[src/rtl/mem_arb_pkg.sv]
// Shared types and constants for the memory request arbiter.
// The block geometry must match the memory controller.
package mem_arb_pkg;

  localparam int unsigned BLOCK_WIDTH = 2;
  localparam int unsigned BLOCK_BITS  = 32 << BLOCK_WIDTH;
  localparam int unsigned BLK_OFF_W   = 4;
  localparam int unsigned GNT_N       = 3;

  typedef enum logic [1:0] {
    ST_IDLE   = 2'd0,
    ST_BUSY_I = 2'd1,
    ST_BUSY_P = 2'd2,
    ST_BUSY_L = 2'd3
  } state_e;

  // Values double as bit positions in the eligible/grant vectors
  typedef enum logic [1:0] {
    GNT_LSB    = 2'd0,
    GNT_ICACHE = 2'd1,
    GNT_PF     = 2'd2
  } gnt_e;

  function automatic logic [31:0] blk_align(input logic [31:0] addr);
    return {addr[31:BLK_OFF_W], BLK_OFF_W'(0)};
  endfunction

endpackage

[src/rtl/mem_arb_pick.sv]
// Combinational grant picker: LSB and ICache alternate on contention,
// prefetch only wins when neither of them wants the controller.
module mem_arb_pick
  import mem_arb_pkg::*;
(
  input  logic [GNT_N-1:0] eligible,
  input  gnt_e             last_grant,
  output logic [GNT_N-1:0] grant_c
);

  always_comb begin
    grant_c = '0;
    if (eligible[GNT_LSB] && eligible[GNT_ICACHE]) begin
      if (last_grant == GNT_LSB) grant_c[GNT_ICACHE] = 1'b1;
      else                       grant_c[GNT_LSB]    = 1'b1;
    end else if (eligible[GNT_LSB]) begin
      grant_c[GNT_LSB] = 1'b1;
    end else if (eligible[GNT_ICACHE]) begin
      grant_c[GNT_ICACHE] = 1'b1;
    end else if (eligible[GNT_PF]) begin
      grant_c[GNT_PF] = 1'b1;
    end
  end

endmodule

[src/rtl/mem_request_arbiter.sv]
// Arbitrates ICache, prefetcher and LSB onto the single-port memory controller,
// merging demand fetches into matching prefetches and discarding flushed fetches.
module mem_request_arbiter
  import mem_arb_pkg::*;
(
  input  logic                  clk_in,
  input  logic                  rst_in,
  input  logic                  rdy_in,
  input  logic                  flush_in,
  input  logic                  icache_req,
  input  logic [31:0]           icache_addr,
  output logic                  icache_resp_en,
  input  logic                  pf_req,
  input  logic [31:0]           pf_addr,
  output logic                  pf_resp_en,
  output logic [BLOCK_BITS-1:0] blk_resp_data,
  input  logic                  lsb_req,
  input  logic                  lsb_type,
  input  logic [31:0]           lsb_addr,
  input  logic [1:0]            lsb_width,
  input  logic [31:0]           lsb_wdata,
  output logic                  lsb_resp_en,
  output logic [31:0]           lsb_resp_data,
  output logic                  mc_icache_query_en,
  output logic [31:0]           mc_head_addr,
  input  logic                  mc_icache_block_en,
  input  logic [BLOCK_BITS-1:0] mc_icache_block_data,
  output logic                  mc_lsb_query_en,
  output logic                  mc_lsb_query_type,
  output logic [31:0]           mc_lsb_query_addr,
  output logic [1:0]            mc_lsb_data_width,
  output logic [31:0]           mc_lsb_query_data,
  input  logic                  mc_lsb_result_en,
  input  logic [31:0]           mc_lsb_result_data
);

  state_e                state, state_d;
  gnt_e                  last_grant, last_grant_d;
  logic                  merge, merge_d, drop, drop_d;
  logic [GNT_N-1:0]      eligible, grant_c;
  logic                  merge_hit;
  logic                  icache_resp_en_d, pf_resp_en_d, lsb_resp_en_d;
  logic [BLOCK_BITS-1:0] blk_resp_data_d;
  logic [31:0]           lsb_resp_data_d;
  logic                  mc_icache_query_en_d, mc_lsb_query_en_d;
  logic [31:0]           mc_head_addr_d;
  logic                  mc_lsb_query_type_d;
  logic [31:0]           mc_lsb_query_addr_d, mc_lsb_query_data_d;
  logic [1:0]            mc_lsb_data_width_d;

  // A requester is masked while its own response is on the bus
  assign eligible[GNT_LSB]    = lsb_req & ~lsb_resp_en;
  assign eligible[GNT_ICACHE] = icache_req & ~icache_resp_en & ~flush_in;
  assign eligible[GNT_PF]     = pf_req & ~pf_resp_en & ~flush_in;

  // mc_head_addr still holds the in-flight prefetch block while in BUSY_P
  assign merge_hit = eligible[GNT_ICACHE] &&
                     (icache_addr[31:BLK_OFF_W] == mc_head_addr[31:BLK_OFF_W]);

  mem_arb_pick u_pick (
    .eligible   (eligible),
    .last_grant (last_grant),
    .grant_c    (grant_c)
  );

  always_comb begin
    state_d              = state;
    last_grant_d         = last_grant;
    merge_d              = merge;
    drop_d               = drop;
    icache_resp_en_d     = 1'b0;
    pf_resp_en_d         = 1'b0;
    lsb_resp_en_d        = 1'b0;
    mc_icache_query_en_d = 1'b0;
    mc_lsb_query_en_d    = 1'b0;
    blk_resp_data_d      = blk_resp_data;
    lsb_resp_data_d      = lsb_resp_data;
    mc_head_addr_d       = mc_head_addr;
    mc_lsb_query_type_d  = mc_lsb_query_type;
    mc_lsb_query_addr_d  = mc_lsb_query_addr;
    mc_lsb_data_width_d  = mc_lsb_data_width;
    mc_lsb_query_data_d  = mc_lsb_query_data;

    case (state)
      ST_IDLE: begin
        if (grant_c[GNT_LSB]) begin
          state_d             = ST_BUSY_L;
          last_grant_d        = GNT_LSB;
          mc_lsb_query_en_d   = 1'b1;
          mc_lsb_query_type_d = lsb_type;
          mc_lsb_query_addr_d = lsb_addr;
          mc_lsb_data_width_d = lsb_width;
          mc_lsb_query_data_d = lsb_wdata;
        end else if (grant_c[GNT_ICACHE]) begin
          state_d              = ST_BUSY_I;
          last_grant_d         = GNT_ICACHE;
          mc_icache_query_en_d = 1'b1;
          mc_head_addr_d       = blk_align(icache_addr);
        end else if (grant_c[GNT_PF]) begin
          state_d              = ST_BUSY_P;
          mc_icache_query_en_d = 1'b1;
          mc_head_addr_d       = blk_align(pf_addr);
        end
      end

      ST_BUSY_I, ST_BUSY_P: begin
        if (state == ST_BUSY_P && merge_hit) merge_d = 1'b1;
        if (flush_in) drop_d = 1'b1;
        if (mc_icache_block_en) begin
          state_d = ST_IDLE;
          merge_d = 1'b0;
          drop_d  = 1'b0;
          // A flushed fetch completes silently at the controller
          if (!drop && !flush_in) begin
            blk_resp_data_d = mc_icache_block_data;
            if (state == ST_BUSY_I) begin
              icache_resp_en_d = 1'b1;
            end else begin
              pf_resp_en_d     = 1'b1;
              icache_resp_en_d = merge | merge_hit;
            end
          end
        end
      end

      ST_BUSY_L: begin
        if (mc_lsb_result_en) begin
          state_d         = ST_IDLE;
          lsb_resp_en_d   = 1'b1;
          lsb_resp_data_d = mc_lsb_result_data;
        end
      end

      default: state_d = ST_IDLE;
    endcase
  end

  // rdy_in low freezes state and every registered output
  always_ff @(posedge clk_in) begin
    if (!rst_in) begin
      state              <= ST_IDLE;
      last_grant         <= GNT_LSB;
      merge              <= 1'b0;
      drop               <= 1'b0;
      icache_resp_en     <= 1'b0;
      pf_resp_en         <= 1'b0;
      lsb_resp_en        <= 1'b0;
      blk_resp_data      <= '0;
      lsb_resp_data      <= '0;
      mc_icache_query_en <= 1'b0;
      mc_head_addr       <= '0;
      mc_lsb_query_en    <= 1'b0;
      mc_lsb_query_type  <= 1'b0;
      mc_lsb_query_addr  <= '0;
      mc_lsb_data_width  <= '0;
      mc_lsb_query_data  <= '0;
    end else if (rdy_in) begin
      state              <= state_d;
      last_grant         <= last_grant_d;
      merge              <= merge_d;
      drop               <= drop_d;
      icache_resp_en     <= icache_resp_en_d;
      pf_resp_en         <= pf_resp_en_d;
      lsb_resp_en        <= lsb_resp_en_d;
      blk_resp_data      <= blk_resp_data_d;
      lsb_resp_data      <= lsb_resp_data_d;
      mc_icache_query_en <= mc_icache_query_en_d;
      mc_head_addr       <= mc_head_addr_d;
      mc_lsb_query_en    <= mc_lsb_query_en_d;
      mc_lsb_query_type  <= mc_lsb_query_type_d;
      mc_lsb_query_addr  <= mc_lsb_query_addr_d;
      mc_lsb_data_width  <= mc_lsb_data_width_d;
      mc_lsb_query_data  <= mc_lsb_query_data_d;
    end
  end

endmodule

[config.mk]
export PLATFORM = sky130hd
export DESIGN_NAME = mem_request_arbiter
export DESIGN_NICKNAME = d
export VERILOG_FILES = /design/src/rtl/mem_arb_pkg.sv /design/src/rtl/mem_arb_pick.sv /design/src/rtl/mem_request_arbiter.sv
export SDC_FILE = /design/constraint.sdc
export NUM_CORES = 1
export LEC_CHECK = 0
export ABC_AREA = 1
export BUFFER_PORTS_ARGS = -buffer_cell sky130_fd_sc_hd__buf_4
export CAP_MARGIN = 20
export CORE_AREA = 2 2 221 223
export CTS_BUF_LIST = sky130_fd_sc_hd__clkbuf_16
export CTS_CLUSTER_SIZE = 16
export DETAILED_ROUTE_END_ITERATION = 16
export DIE_AREA = 0 0 223 225
export GPL_TIMING_DRIVEN = 0
export SLEW_MARGIN = 20
export SYNTH_ARGS = -nofsm -noshare
export SYNTH_HDL_FRONTEND = slang
export SYNTH_SLANG_ARGS = --single-unit
[constraint.sdc]
create_clock -name clk_in -period 4.5 [get_ports clk_in]
set_clock_uncertainty 0.15 [all_clocks]
set_input_delay 0.9 -clock clk_in [delete_from_list [all_inputs] [get_ports clk_in]]
set_output_delay 0.9 -clock clk_in [all_outputs]
set_load 0.01 [all_outputs]
* Word level (Yosys, flattened, before mapping)
Cells that the tools add are included.
W data, S select, Z words.
** Storage, ports and cells
- Input bits :: 300
- Logic and storage cells :: 94
- Register bits :: 270
- Output and inout bits :: 264
** Cells by class
- Equal/unequal tests :: 7
- Bitwise logic cells :: 11
- Reductions and logical operators :: 21
- Multiplexer cells :: 39
** Operator list (count)
- $mux W32 :: 2
- $eq A28 B28 Y1 :: 1
- $mux W1 :: 27
- $mux W2 :: 9
- $reduce_and A3 Y1 :: 5
- $reduce_and A4 Y1 :: 3
- $reduce_bool A2 Y1 :: 4
- $pmux W2 S3 :: 1
- $and A1 B1 Y1 :: 5
- $not A1 Y1 :: 5
- $eq A2 B2 Y1 const B :: 2
- $logic_and A1 B1 Y1 :: 4
- $logic_not A2 Y1 :: 2
- $ne A2 B2 Y1 const B :: 2
- $ne A4 B4 Y1 const B :: 1
- $eq A2 B1 Y1 const B :: 1
- $logic_not A1 Y1 :: 2
- $reduce_or A2 Y1 :: 1
- $or A1 B1 Y1 :: 1

* Logic depth before layout (Yosys ltp)
Gate-level depths: netlist (run 1).
- Depth in word-level cells :: 11
- Mapped depth :: 12
- Mapped depth without buffers :: 12

* By module
A second synthesis (run 1) with hierarchy kept.
** Unflattened totals
- Cell total of the unflattened synthesis :: 1299
- Area total of the unflattened synthesis :: 10164.7 µm²
** Modules (own cells, without submodules)
- mem_request_arbiter :: sequential area each 5305.1 µm², area an instance 10118.5 µm², instances 1, cells each 1288
- mem_arb_pick :: sequential area each 0.0 µm², area an instance 46.3 µm², instances 1, cells each 11

* Worst setup path before layout (run 1)
OpenSTA, ideal clock, no wires.
- Path type :: in2reg
- Start :: in lsb_req
- End :: reg mc_lsb_query_addr[10]
- Data required time :: 4.234 ns
- Data arrival time :: 1.784 ns
- Slack :: 2.450 ns
- Stages :: 9
- Buffers on the path :: 2
- Library setup time :: 0.116 ns
- Cells stage by stage :: inv_1 -> nor2_4 -> nand2_1 -> nand2_2 -> nand3_4 -> buf_6 -> clkbuf_2 -> o21ai_0 -> nor2_1
** Between the ends
- Cells in the longest elaborated chain, start to end :: 4
- Elaborated cells between the ends (all ways) :: 5
- Classes of those cells :: mux (2); bitwise (1); reduce/logical (2)
** RTL lines
- from (decl) :: line mem_request_arbiter.sv:17 : input logic lsb_req,
- $and A1 B1 Y1 * :: line mem_request_arbiter.sv:52 : assign eligible[GNT_LSB] = lsb_req & ~lsb_resp_en;
- $mux W1 / $logic_and A1 B1 Y1 (equally long branches) :: line mem_arb_pick.sv:16, mem_arb_pick.sv:13
- $mux W2 * :: line mem_arb_pick.sv:13 : if (eligible[GNT_LSB] && eligible[GNT_ICACHE]) begin
- $reduce_and A3 Y1 (no line) *
- to (signal assigned) :: line mem_request_arbiter.sv:171 : mc_lsb_query_addr <= mc_lsb_query_addr_d;
- to (decl) :: line mem_request_arbiter.sv:30 : output logic [31:0] mc_lsb_query_addr,
Every way passes the cells marked *; elsewhere a longest branch is shown, timed or not.
A chain may end at the register's enable or synchronous reset.

* Final worst setup path (run 1)
- Start :: reg state[0]
- End :: reg blk_resp_data[26]
** Between the ends
- Cells in the longest elaborated chain, start to end :: 3
- Elaborated cells between the ends (all ways) :: 4
- Classes of those cells :: eq/ne (2); reduce/logical (2)
** RTL lines
- from (decl) :: line mem_request_arbiter.sv:37 : state_e state, state_d;
- from (signal assigned) :: line mem_request_arbiter.sv:158 : state <= state_d;
- $eq A2 B2 Y1 / $eq A2 B1 Y1 (equally long branches) :: line mem_request_arbiter.sv:84 : case (state)
- $reduce_or A2 Y1 * :: line mem_request_arbiter.sv:84
- $reduce_and A4 Y1 (no line) *
- to (signal assigned) :: line mem_request_arbiter.sv:165 : blk_resp_data <= blk_resp_data_d;
- to (decl) :: line mem_request_arbiter.sv:16 : output logic [BLOCK_BITS-1:0] blk_resp_data,
Marks and branches as above.

==> results_dict.tcl, run 1 <==
set metrics [dict create \
    critical_path.startpoint_type "register" \
    worst_pin_slew_ps 996 \
    min_path_type "register to register" \
    nNetsFinal 2194 \
    wire_per_inst_um 16.6 \
    port_buffers 550 \
    cts-root-buf "clkbuf_16" \
    crit_fanout 10 \
    cts_setup_buffers 0 \
    crit_arrival_ps 2970 \
    drt_wl_total_mm 41.9 \
    drive_above_1_share_pct 33.5 \
    yosys_register_bits 265 \
    cts_buffers 30 \
    rows 80 \
    yosysTopAreaCell "dfxtp_1" \
    fin_crit_ps 2620 \
    synth_flop_cell "dfxtp_1" \
    io_pins 564 \
    die_h_um 225 \
    synth_top_cell_area_share_pct 53.0 \
    fillers 5007 \
    synth.distinct_cells 28 \
    htreeDepth 1 \
    yosysSeqAreaShare_pct 53.0 \
    placed_area_mm2 0.0149 \
    finalSetupTns_ps 0 \
    route.detailed.drc 0 \
    layout.cells.non_filler 2527 \
    fmax_mhz 382 \
    core_mm2 0.0475 \
    postSynthCellCount 1305 \
    avgSynthCellArea_um2 7.67 \
    initial_core_util_pct 21.1 \
    worstSetupPathType "register to register" \
    setup_viol 0 \
    routabilityCongestion 0.876 \
    drt_pass1_iterations 5 \
    vias 10700 \
    grt_pass1_vias 10600 \
    grt_pass1_wl_mm 61.9 \
    grt_max_degree 16 \
    status "finished clean" \
    power_density_mw_per_mm2 364 \
    layout_commonest_cell "buf_4" \
    crit_required_ps 4850 \
    areaGrowthSynthToFinish_pct 58.2 \
    ctsResizeCount 0 \
    finalInstanceArea_mm2 0.0158 \
    critPathMaxStageDelay_ps 520 \
    dieArea_mm2 0.0502 \
    dieWidth_um 223 \
    cts.sink_count 265 \
    synthArstFlopShare_pct 0 \
    place_inst 2473 \
    cpMostUsedCell "inv_1" \
    clkSlewWorstSetupHoldPaths_ps 60 \
    period_share_pct 58.2 \
    ir_drop_mv 0.240 \
    slew_violations 0 \
    maxCapViolations 0 \
    overflow 0 \
    p_total_mw 5.77 \
    yosysWarnings 0 \
    hold_buffers 0 \
    hpwl_mm 33.1 \
    most-common-layout-cells "buf_4 (567), nor2_1 (407), dfxtp_1 (265)" \
    drtIter0Drc 358 \
    cts_tree "yes" \
    vias_per_cell 4.24 \
    cts_max_path_buffers 3 \
    rsz0062_at_grt "false" \
    leakage_nw 7.12 \
    relSlewSlack_pct 33.6 \
    clock_latency_ps 560 \
    antenna_left 0 \
    cp-end-kind "register" \
    netlist_area_mm2 0.0100 \
    worst_path_max_delay_cell "clkbuf_1" \
    groute.usage.overall_pct 15.9 \
    synthTopCellsByArea "dfxtp_1 (53%), nor2_1 (15%), o21ai_0 (12%)" \
    num_antenna_cells 0 \
    antenna_found_initial 3 \
    hold_viol_final 0 \
    crit_chain "inv_1, ha_1, nand3_1, inv_1, nand2_1, buf_2, clkbuf_1, o21ai_0, nor2_1" \
    synth_edf_count 0 \
]
==> cell usage after synthesis, types with 5 or more instances <==
master	n
nor2_1	407
dfxtp_1	265
o21ai_0	250
nand2_1	98
inv_1	61
clkbuf_1	50
a21oi_1	48
a31oi_1	22
buf_4	17
xnor2_1	17
o21ai_1	15
buf_2	11
buf_6	11
nand3_1	6
inv_2	5
==> critical path, delay by kind of cell, from the launching register on <==
family,cells,cell delay (ps)
buffers and inverters,4,1020
AOI/OAI and AO/OA,1,240
and+or+nand+nor,3,420
DFF,1,380
adders and majority gates,1,330
==> metrics by stage <==
stage / hold WS [ps] / utilization [%] / setup slack, ps
after CTS: 300 / 33.3 / 1700
after detailed placement: 290 / 31.4 / 1240
after floorplan: 273 / - / 2450
after global placement: 284 / 31.4 / 1260
final: 296 / 33.3 / 1880
after global routing: 316 / 33.3 / 1540
==> worst paths after layout <==
| path | startpoint | to | slack, ps | cells after the start |
|---|---|---|---|---|
| worst max-delay path | state[0] | blk_resp_data[26] | 1880 | 9 |
| worst min register to register | drop | drop | 300 | 2 |
| worst min-delay path | drop | drop | 300 | 2 |
| worst max register to register | state[0] | blk_resp_data[26] | 1880 | 9 |
==> registers in the layout, indices dropped and copies added (netlist names) <==
| signal | cells |
|---|---|
| blk_resp_data | 128 |
| drop | 1 |
| icache_resp_en | 1 |
| last_grant | 1 |
| lsb_resp_data | 32 |
| lsb_resp_en | 1 |
| mc_head_addr | 28 |
| mc_icache_query_en | 1 |
| mc_lsb_data_width | 2 |
| mc_lsb_query_addr | 32 |
| mc_lsb_query_data | 32 |
| mc_lsb_query_en | 1 |
| mc_lsb_query_type | 1 |
| merge | 1 |
| pf_resp_en | 1 |
| state | 2 |
==> cell type report <==
type,count,area [um^2],area share [%]
plain buffers,92,508,3.21
clock buffers,30,751,4.74
clock inverters,24,164,1.04
inverters,66,248,1.56
multi-input cells,885,3960,25.0
flip-flops and latches,265,5310,33.5
well taps,615,769,4.86
repair buffers,550,4130,26.1
==> cell families (layout without fill, tap and decap cells) <==
family | count (synthesis) | in the layout | synth area share [%]
compound gates | 336 | 336 | 17.1
fa+ha+maj | 4 | 4 | 0.500
other cells | 1 | 4 | 0.0375
flops | 265 | 265 | 53.0
xor+xnor | 21 | 21 | 1.84
simple gates | 520 | 520 | 20.0
buf+inv | 158 | 762 | 7.55
==> metal layers <==
| metal | vias to the layer above | routed length (um) | track usage, % |
|---|---|---|---|
| met5 | - | 26 | 0 |
| met4 | 4 | 1220 | 5.04 |
| met3 | 65 | 3720 | 5.15 |
| met2 | 411 | 20500 | 28.3 |
| met1 | 4859 | 16400 | 17.9 |
| li1 | 5363 | - | - |
==> where the power goes <==
| group | internal (mW) | switching [mW] | total, mW |
|---|---|---|---|
| clock network | 1.31 | 0.996 | 2.31 |
| registers | 2.47 | 0.0779 | 2.55 |
| logic | 0.460 | 0.450 | 0.910 |
| total | 4.24 | 1.52 | 5.77 |
No activity file was read; power rests on OpenSTA's default activity.
==> run 2: changes to the inputs <==
Clock period 4.5 ns to 2.5 ns, I/O delays scaled along.
==> run 2 against run 1 <==
Effect of this change:
- clock-buffer cell count unchanged
- sequential share of layout area fell by 0.13 points
- die area did not move
- sequential power up 80%
- sequential cell count is the same
- global-route usage is essentially flat
- largest cell class unchanged
==> results_dict.tcl, run 2 (synthesis results as in run 1) <==
set metrics [dict create \
    htreeDepth 1 \
    worst_path_max_delay_cell "dfxtp_1" \
    ir_drop_mv 0.434 \
    clock_latency_ps 560 \
    io_pins 564 \
    initial_core_util_pct 21.1 \
    hpwl_mm 33.1 \
    antenna_found_initial 3 \
    drt_pass1_iterations 5 \
    crit_required_ps 2850 \
    fin_hold_ws_ps 25.8 \
    sw_frac_of_total_pct 26.5 \
    clockPowerShare_pct 40.1 \
    post-route-util_pct 33.4 \
    crit_arrival_ps 2600 \
    holdPathStages 3 \
    grt_pass1_wl_mm 61.9 \
    critPathMaxStageDelay_ps 380 \
    preCtsSetupSlack_ps -365 \
    grt_max_degree 16 \
    reg2reg_to "blk_resp_data[109]" \
    period_share_pct 89.8 \
    nNetsFinal 2198 \
    power_switching_mw 2.75 \
    top_register "blk_resp_data" \
    r2r_cells 9 \
    vias 10700 \
    dieWidth_um 223 \
    rsz0062_at_grt "false" \
    layout_commonest_cell "buf_4" \
    crit_chain "inv_1, ha_1, nand3_1, inv_1, nand2_1, buf_4, clkbuf_1, o21ai_0, nor2_1" \
    min_to "blk_resp_data[20]" \
    fillers 5000 \
    min_from "mc_icache_block_data[20]" \
    rows 80 \
    wire_per_inst_um 16.5 \
    worst_pin_slew_ps 978 \
    relSlewSlack_pct 34.8 \
    grt_pass1_vias 10600 \
    num_antenna_cells 0 \
    dieArea_mm2 0.0502 \
    cp-end-kind "register" \
    routabilityCongestion 0.876 \
    finalInstanceArea_mm2 0.0159 \
    most-common-layout-cells "buf_4 (568), nor2_1 (407), dfxtp_1 (265)" \
    power_density_mw_per_mm2 654 \
    pwr-share-seq_pct 44.1 \
    cts_buffers 30 \
    cts.sink_count 265 \
    drtIter0Drc 412 \
    r2r-start "state[0]" \
    cpMostUsedCell "inv_1" \
    port_buffers 550 \
    cts_max_path_buffers 3 \
    drive_above_1_share_pct 33.8 \
    p_int_mw 7.65 \
    crit_fanout 10 \
    core_mm2 0.0475 \
    groute.usage.overall_pct 15.9 \
    leakage_nw 7.16 \
    overflow 0 \
    r2r_slack_ps 260 \
    setup_viol 0 \
    fin_crit_ps 2240 \
    areaGrowthSynthToFinish_pct 58.8 \
    route.detailed.drc 0 \
    hold_viol_final 0 \
    fmax_mhz 446 \
    antenna_left 0 \
    cts_tree "yes" \
    largest_reg_flops 128 \
    status "finished clean" \
    vias_per_cell 4.24 \
    power_frac_comb_pct 15.8 \
    cts_setup_buffers 0 \
    slew_violations 0 \
    worstSetupPathType "register to register" \
    critical_path.startpoint_type "register" \
    worst_slack_ps 256 \
    die_h_um 225 \
    placed_area_mm2 0.0149 \
    cts-root-buf "clkbuf_16" \
    drt_wl_total_mm 41.8 \
    min_path_type "input port to register" \
    clkSlewWorstSetupHoldPaths_ps 60 \
    maxCapViolations 0 \
]
[run 2: worst max-delay path by stage]
stage                                     to  cells past startpoint      from
final                     blk_resp_data[109]                      9  state[0]
after global routing      blk_resp_data[105]                      9  state[0]
after CTS                  blk_resp_data[40]                      9  state[0]
after detailed placement   lsb_resp_data[27]                      4    rst_in
after global placement     lsb_resp_data[27]                      4    rst_in
after floorplan            blk_resp_data[33]                      9  state[0]
[run 2: area by class of cell]
| type | instances | area [um^2] | share of cell area (%) |
|---|---|---|---|
| sequential | 265 | 5310 | 33.4 |
| timing repair buffer | 555 | 4180 | 26.3 |
| multi-input combinational | 885 | 3960 | 24.9 |
| tap | 615 | 769 | 4.84 |
| clock buffer | 30 | 751 | 4.72 |
| buffer | 91 | 520 | 3.27 |
| inverter | 66 | 248 | 1.56 |
| clock inverter | 24 | 164 | 1.03 |
[run 2: worst max-delay path, delay by kind of cell, from the launching register on]
| family | cells | cell delay (ps) |
|---|---|---|
| AOI/OAI and AO/OA | 1 | 130 |
| buffers and inverters | 4 | 730 |
| DFF | 1 | 380 |
| and+or+nand+nor | 3 | 450 |
| adders and majority gates | 1 | 330 |
[run 2: repair_timing]
item                                   CTS  global route
hold buffers                             5             0
gates resized for setup                  3            13
endpoints found under the hold margin    5             0
pin swaps                                0             0
setup endpoints to repair               23            41
[run 2: power by group through the flow]
| stage | clock network (mW) | registers (mW) | logic, mW |
|---|---|---|---|
| 6_report | 4.17 | 4.59 | 1.65 |
| 5_1_grt | 4.47 | 4.61 | 1.82 |
| 4_1_cts | 4.29 | 4.59 | 1.67 |
| 3_5_place_dp | 0 | 4.68 | 1.66 |
| 3_3_place_gp | 0 | 4.67 | 1.64 |
| 2_1_floorplan | 0 | 4.76 | 0.619 |
[run 2: per-stage QoR]
step	cells	total power, mW	TNS (ps)
floorplan	1308	5.38	0
global placement	2473	6.31	-3130
detailed placement	2473	6.33	-3920
CTS	2532	10.5	0
global route	2531	10.9	0
finish	2531	10.4	0
[run 2: metal layers]
layer	vias up	part of all wire, %	global-route usage, %
met5	-	0.062	0
met4	4	2.8	4.96
met3	61	8.7	5.14
met2	420	49	28.3
met1	4871	39	17.9
li1	5369	-	-
==> run 3: changes to the inputs <==
Settings changed: GPL_TIMING_DRIVEN 0 to not set, SLEW_MARGIN 20 to not set.
==> run 3 against run 2 <==
Effect of this change:
- worst setup slack gained 4.6 ps
- sequential share of layout area rose by 0.23 points
- fmax grew 0.21%
- global-route usage fell by 2.1 points
==> results_dict.tcl, run 3 (synthesis results as in run 1) <==
set metrics [dict create \
    layout_commonest_cell "buf_4" \
    fmax_mhz 446 \
    most-common-layout-cells "buf_4 (567), nor2_1 (407), dfxtp_1 (265)" \
    route.detailed.drc 0 \
    drive_above_1_share_pct 33.8 \
    maxCapViolations 0 \
    htreeDepth 1 \
    port_buffers 551 \
    routabilityCongestion 0.803 \
    die_h_um 225 \
    core_mm2 0.0475 \
    r2r_cells 9 \
    cp-end-kind "register" \
    reg2reg_to "blk_resp_data[10]" \
    status "finished clean" \
    power_switching_mw 2.63 \
    p_int_mw 7.49 \
    power_frac_comb_pct 16.0 \
    vias 10400 \
    initial_core_util_pct 21.1 \
    holdPathStages 3 \
    largest_reg_flops 128 \
    ir_drop_mv 0.453 \
    clock_latency_ps 560 \
    nNetsFinal 2145 \
    crit_required_ps 2840 \
    hpwl_mm 27.8 \
    rows 80 \
    grt_pass1_wl_mm 55.1 \
    cp-startpoint "state[0]" \
    top_register "blk_resp_data" \
    worst_pin_slew_ps 577 \
    worstSetupPathType "register to register" \
    ctsResizeCount 0 \
    use_met2_pct 24.3 \
    worst_path_max_delay_cell "dfxtp_1" \
    clockPowerShare_pct 38.8 \
    rsz0062_at_grt "false" \
    cts_tree "yes" \
    relSlewSlack_pct 61.5 \
    antenna_left 0 \
    fin_crit_ps 2240 \
    areaGrowthSynthToFinish_pct 57.7 \
    io_pins 564 \
    grt_max_degree 101 \
    vias_per_cell 4.19 \
    cts.sink_count 265 \
    critPathMaxStageDelay_ps 390 \
    grt_pass1_vias 9899 \
    hold_viol_final 0 \
    grt_use_met3_pct 4.75 \
    cts_max_path_buffers 3 \
    min_to "mc_lsb_query_addr[7]" \
    drt_pass1_iterations 4 \
    num_antenna_cells 0 \
    finalSetupTns_ps 0 \
    dieWidth_um 223 \
    cp_top_family "buffers and inverters" \
    crit_chain "inv_1, ha_1, nand3_1, inv_1, nand2_4, inv_4, buf_12, nor2_1, nor2_1" \
    sw_frac_of_total_pct 26.0 \
    r2r-start "state[0]" \
    critical_path.startpoint_type "register" \
    leakage_nw 7.08 \
    slew_violations 0 \
    post-route-util_pct 33.2 \
    period_share_pct 89.6 \
    groute.usage.overall_pct 13.8 \
    pwr-share-seq_pct 45.3 \
    r2r_slack_ps 260 \
    clkSlewWorstSetupHoldPaths_ps 60 \
    cts-root-buf "clkbuf_16" \
    grt_most_used_layer "met2" \
    drtIter0Drc 473 \
    use_met1_pct 15.7 \
    path_buf_inv 4 \
    cts_buffers 30 \
    dieArea_mm2 0.0502 \
    setup_viol 0 \
    overflow 0 \
    min_path_type "input port to register" \
    wire_per_inst_um 15.0 \
    power_density_mw_per_mm2 641 \
    antenna_found_initial 1 \
    min_from "lsb_addr[7]" \
    drt_wl_total_mm 37.2 \
    crit_arrival_ps 2580 \
    crit_fanout 100 \
]
[run 3: final cells by class]
class                      count  area, um^2
clock inverter                22        97.6
multi-input combinational    885        3970
fill                        5021       31800
tap                          615         769
sequential                   265        5310
timing repair buffer         593        4620
clock buffer                  31         776
inverter                      66         250
[run 3: timing repair]
action / 4_1_cts / 5_1_grt
endpoints found under the hold margin: 15 / 0
hold buffers: 15 / 0
buffers inserted: 0 / 0
[run 3: through the flow]
stage	worst slack [ps]	total power [mW]	cells	instance area [um^2]	hold WS [ps]
final	260	10.1	2477	15800	35.5
after CTS	258	10.3	2477	15800	0.168
after global routing	106	10.6	2477	15800	17.2
after floorplan	761	5.38	1308	10000	273
after detailed placement	273	6.28	2409	14800	288
after global placement	369	6.25	2409	14800	282
[run 3: power groups by stage]
stage                     Clock, mW  Sequential [mW]  Combinational (mW)
after floorplan                   0             4.76               0.619
after global placement            0             4.66                1.59
after detailed placement          0             4.67                1.61
after CTS                      4.08             4.58                1.64
after global routing           4.26             4.61                1.78
final                          3.93             4.58                1.62
[run 3: routing by layer]
metal / routed length (um) / up-vias
met3: 3520 / 49
met5: 9 / -
met2: 17900 / 405
met1: 14900 / 4683
met4: 875 / 2
li1: - / 5247
[run 3: worst register-to-register path, cell delays in order (launching register included)]
cell     delay, ps
dfxtp_1        390
inv_1           80
ha_1           330
nand3_1        110
inv_1          100
nand2_4        180
inv_4          150
buf_12         330
nor2_1         210
nor2_1         130
[run 3: worst max path at each step]
stage	depth (start not counted)	to
3_3_place_gp	9	mc_lsb_query_data[14]
4_1_cts	9	blk_resp_data[10]
3_5_place_dp	9	blk_resp_data[10]
5_1_grt	9	blk_resp_data[81]
2_1_floorplan	9	blk_resp_data[33]
6_report	9	blk_resp_data[10]
